$ cat src/rtl/mips_pkg.sv
// mips_pkg: shared register-file defaults, zero-register index and AW sizing helper
package mips_pkg;
  localparam int DEF_DW = 32;
  localparam int DEF_NREG = 32;
  localparam int DEF_AW = 5;
  localparam int ZERO_IDX = 0;
  function automatic int clog2_nreg(input int n);
    int r;
    r = 0;
    while ((1 << r) < n) r++;
    return r;
  endfunction
endpackage

$ cat src/rtl/reg_wr_decoder.sv
// reg_wr_decoder: enable-gated AW-to-NREG one-hot decoder
//   adr_i : address to decode; codes >= NREG select nothing
//   en_i  : enable; all outputs low when deasserted
//   sel_o : one-hot select, bit i high when en_i and adr_i == i
module reg_wr_decoder #(
  parameter int AW = 5,
  parameter int NREG = 32
) (
  input  logic [AW-1:0]   adr_i,
  input  logic            en_i,
  output logic [NREG-1:0] sel_o
);
  for (genvar i = 0; i < NREG; i++) begin : g_sel
    assign sel_o[i] = en_i && adr_i == AW'(i);
  end
endmodule

$ cat src/rtl/reg_file_param.sv
// reg_file_param: parametrised multi-port register file with bypass and pending-write scoreboard
//   Clk, Rst  : clock and asynchronous active-high reset
//   Ard/Dout  : NRD combinational read ports, port k at [k*AW +: AW] / [k*DW +: DW]
//   Busy      : per read port, addressed register has a pending write
//   Awr/Din/WrEn : write port; a write also retires the register's pending flag
//   SbSet/SbAdr  : mark a register pending when its producer issues
module reg_file_param
  import mips_pkg::*;
#(
  parameter int DW = DEF_DW,
  parameter int NREG = DEF_NREG,
  parameter int AW = DEF_AW,
  parameter int NRD = 2,
  parameter int BYPASS = 1,
  parameter int ZERO_REG = 1
) (
  input  logic              Clk,
  input  logic              Rst,
  input  logic [NRD*AW-1:0] Ard,
  output logic [NRD*DW-1:0] Dout,
  output logic [NRD-1:0]    Busy,
  input  logic [AW-1:0]     Awr,
  input  logic [DW-1:0]     Din,
  input  logic              WrEn,
  input  logic              SbSet,
  input  logic [AW-1:0]     SbAdr
);
  if (AW < clog2_nreg(NREG)) begin : g_aw_chk
    $fatal(1, "reg_file_param: AW too narrow for NREG");
  end
  logic [DW-1:0]   regs_q [NREG];
  logic [DW-1:0]   regs_d [NREG];
  logic [NREG-1:0] busy_q, busy_d, we_dec, sb_dec, wr_v, sb_v;
  reg_wr_decoder #(.AW(AW), .NREG(NREG)) u_we_dec (.adr_i(Awr), .en_i(WrEn), .sel_o(we_dec));
  reg_wr_decoder #(.AW(AW), .NREG(NREG)) u_sb_dec (.adr_i(SbAdr), .en_i(SbSet), .sel_o(sb_dec));
  // the zero register never takes data or a pending flag; a write still retires busy
  // via we_dec, and set is OR-ed last so a same-cycle reissue wins over retirement
  always_comb begin
    wr_v = we_dec;
    sb_v = sb_dec;
    if (ZERO_REG != 0) begin
      wr_v[ZERO_IDX] = 1'b0;
      sb_v[ZERO_IDX] = 1'b0;
    end
    busy_d = sb_v | (busy_q & ~we_dec);
    for (int i = 0; i < NREG; i++) regs_d[i] = wr_v[i] ? Din : regs_q[i];
  end
  always_ff @(posedge Clk or posedge Rst)
    if (Rst) begin
      busy_q <= '0;
      for (int i = 0; i < NREG; i++) regs_q[i] <= '0;
    end else begin
      busy_q <= busy_d;
      for (int i = 0; i < NREG; i++) regs_q[i] <= regs_d[i];
    end
  // read mux by compare-and-select so out-of-range codes fall through to 0;
  // wr_v[i] already encodes a valid, unsuppressed write to this register
  always_comb begin
    Dout = '0;
    Busy = '0;
    for (int k = 0; k < NRD; k++)
      for (int i = 0; i < NREG; i++)
        if (!Rst && Ard[k*AW +: AW] == AW'(i) && !(ZERO_REG != 0 && i == ZERO_IDX)) begin
          Dout[k*DW +: DW] = (BYPASS != 0 && wr_v[i]) ? Din : regs_q[i];
          Busy[k] = busy_q[i] && !(BYPASS != 0 && wr_v[i]);
        end
  end
endmodule
$ cat config.mk
export PLATFORM = sky130hd
export DESIGN_NAME = reg_file_param
export DESIGN_NICKNAME = d
export VERILOG_FILES = /design/src/rtl/mips_pkg.sv /design/src/rtl/reg_wr_decoder.sv /design/src/rtl/reg_file_param.sv
export SDC_FILE = /design/constraint.sdc
export NUM_CORES = 2
export LEC_CHECK = 0
export CAP_MARGIN = 20
export CORE_ASPECT_RATIO = 0.7
export CORE_MARGIN = 3
export CORE_UTILIZATION = 50
export DETAILED_ROUTE_END_ITERATION = 10
export DONT_BUFFER_PORTS = 1
export SYNTH_ARGS = -nofsm -noshare
export SYNTH_HDL_FRONTEND = slang
export SYNTH_HIERARCHICAL = 1
export SYNTH_SLANG_ARGS = --single-unit
$ cat constraint.sdc
create_clock -name Clk -period 86.4 [get_ports Clk]
set_input_delay 17.28 -clock Clk [delete_from_list [all_inputs] [get_ports Clk]]
set_output_delay 17.28 -clock Clk [all_outputs]
set_load 0.02 [all_outputs]
==> run summary <==
- **status** complete, no violations
- **top-level port count** 122
- **Via-to-Cell Ratio** 7.34
- **vertical extent of the die** 287 um
- **per-cell routed wire length** 36.6 um
- **Post-Place Cell Area** 57900 um2
- **detailed placer's ending HPWL** 172000 um
- **CTS HTree Levels** 3
- **initial cell density of the core** 50.7%
- **global route overflow** 0
- **global placer's final weighted congestion** 1.01
- **routed vias** 51400
- **sum of negative setup slack** 0 ns
- **switching part of the total** 29.6%
- **max_slew headroom** 15.2%
- **Detailed Route WL** 256000 um
- **share of total power in the clock network** 35.9%
- **Arrival @ worst endpoint** 21.57 ns
- **iteration-0 DRC count of the detailed router** 9482
- **highest attainable clock frequency** 25.7 MHz
- **cts repair resizes** 0
- **largest net degree at the start of global routing** 291
- **largest delay contributor family on the critical path** compound AO/OA/AOI/OAI gates
- **worst setup slack for register-to-register paths** 85.40 ns
- **synthesis-to-layout area growth** 8.80%
- **final-report max-slew violation count** 0
- **Design Area, Final** 61400 um2
- **number of design rule violations left after detail routing** 0
- **Required @ worst endpoint** 69.12 ns
- **maximum cell stage delay along the critical path** 0.82 ns
- **Net Sw Power** 0.394 mW
- **Worst VDD drop** 17.3 uV
- **combinational power share** 19.3%
- **global-route usage over all layers** 42.4%
- **synthesized net count** 5688
- **floorplan die area** 117000 um2
- **Crit. path cell count** 11
- **cell-by-cell listing of the critical path** nand2b_1 > nor2_4 > buf_4 > mux2_2 > a21oi_1 > o211ai_1 > nand2b_1 > a31oi_1 > a221oi_1 > o21ai_0 > buf_4
- **chip width** 408 um
- **cell depth of the worst hold path** 2
- **vias in the first global route** 48500
- **Hold-fix buffers, CTS** 0
- **drt pass-1 iters** 9
- **Worst Clk Skew** 0 ns
- **count of nets after finishing** 5449
- **Mapped Avg Cell Area** 10.0 um2
- **Register-to-Register Path Depth** 2
- **static leakage** 26.8 nW
- **Syn Std Cell Area** 56500 um2
- **floorplan core area** 111000 um2
- **most frequent cells in the layout** sky130_fd_sc_hd__dfrtp_1 (1023), sky130_fd_sc_hd__mux2_2 (659), sky130_fd_sc_hd__mux2i_1 (363)
- **wire length of the first global-routing pass** 361000 um
- **total internal power** 0.936 mW
- **sum of internal, switching and leakage power** 1.33 mW
- **Fin. Hold Viols** 0
- **Worst Setup Start Kind** primary input
- **ratio of cells with drive above 1 in the final layout** 21.0%
- **CTS tree** yes
- **unrepaired setup endpoints after global routing** false
- **share of total power in sequential cells** 44.8%
- **cells after synthesis** 5632
- **Buf/Inv on CP** 2
- **post-layout minimum cycle time** 38.85 ns
- **clock latency reported for the late side of the worst-skew pair** 0.71 ns
- **count of endpoints failing setup in the final report** 0
- **antenna violations before repair** 13
- **critical path class** in2out
- **most frequent standard cell in the layout excluding fill and tap cells** sky130_fd_sc_hd__dfrtp_1
- **# port buffers** 0
- **Std-Cell Rows** 102
- **post-CTS setup buffer count** 0
- **peak fanout along the critical path** 22
- **Bufs on Longest Clock Path** 3
- **Antenna Violating Nets Remaining** 0
- **CP max stage cell** sky130_fd_sc_hd__a221oi_1
- **worst hold-check path type** reg2reg
- **Yosys Warn Count** 6
- **number of maximum-capacitance violations** 0
- **TritonCTS Buffers** 101
- **Clock transition at path regs** 0.06 ns
- **nature of the critical path endpoint** output port
- **Num Clock Sinks** 1023
- **transition at the pin with the smallest max-transition slack** 1.27 ns
- **buffer type at the clock tree root** sky130_fd_sc_hd__clkbuf_16
- **fraction of the cycle the final worst path needs** 45.0%
- **pwr dens** 21.6 nW/um2
==> layout make-up <==
type	instances	area, um2
repair buffers	191	1490
flip-flops and latches	1023	25600
well taps	1508	1890
fillers	10000	49800
multi-input cells	3733	27700
clock inverters	31	388
diodes	15	37.5
clock buffers	153	3090
inverters	343	1300
==> power groups by stage <==
stage	registers, mW	logic, mW	clock network, mW
after floorplan	0.601	0.188	0
after global placement	0.599	0.241	0
after detailed placement	0.603	0.246	0
after CTS	0.594	0.247	0.476
after global routing	0.603	0.273	0.496
final	0.595	0.257	0.477
==> worst min-delay path, cell delays in order, from the launching register on <==
cell and delay (ns):
sky130_fd_sc_hd__dfrtp_1 0.32, sky130_fd_sc_hd__mux2i_1 0.09, sky130_fd_sc_hd__inv_1 0.06
==> routing by layer <==
| layer | routed length (um) | vias up | global-route usage, % | share of wire (%) |
|---|---|---|---|---|
| met3 | 40100 | 870 | 16.7 | 16 |
| met2 | 102000 | 4479 | 57.7 | 40 |
| met1 | 100000 | 25800 | 58.9 | 39 |
| met5 | 30 | - | 0 | 0.012 |
| li1 | - | 20200 | - | - |
| met4 | 14100 | 4 | 19.6 | 5.5 |
==> sequential cells by signal (all words and copies together), names as in the netlist <==
register,count
regs_q,992
busy_q,31
==> path summary, 6_finish.rpt <==
check	from	endpoint
worst max-delay path	Awr[1]	Dout[31]
worst min register to register	regs_q[903]	regs_q[903]
min in group asynchronous	Rst	regs_q[860]
worst min-delay path	regs_q[903]	regs_q[903]
max in group asynchronous	Rst	regs_q[65]
worst max register to register	busy_q[1]	busy_q[1]
==> through the flow <==
stage | utilization (%) | std cells | hold slack [ns] | setup WS (ns)
finish | 55.2 | 6997 | 0.502 | 47.55
global route | 55.2 | 6982 | 0.518 | 47.81
CTS | 55.1 | 6977 | 0.499 | 47.93
detailed placement | 52.0 | 6793 | 0.483 | 47.95
global placement | 52.0 | 6792 | 0.473 | 47.99
floorplan | - | 5632 | 0.454 | 22.71
No activity file was read; power rests on OpenSTA's default activity.
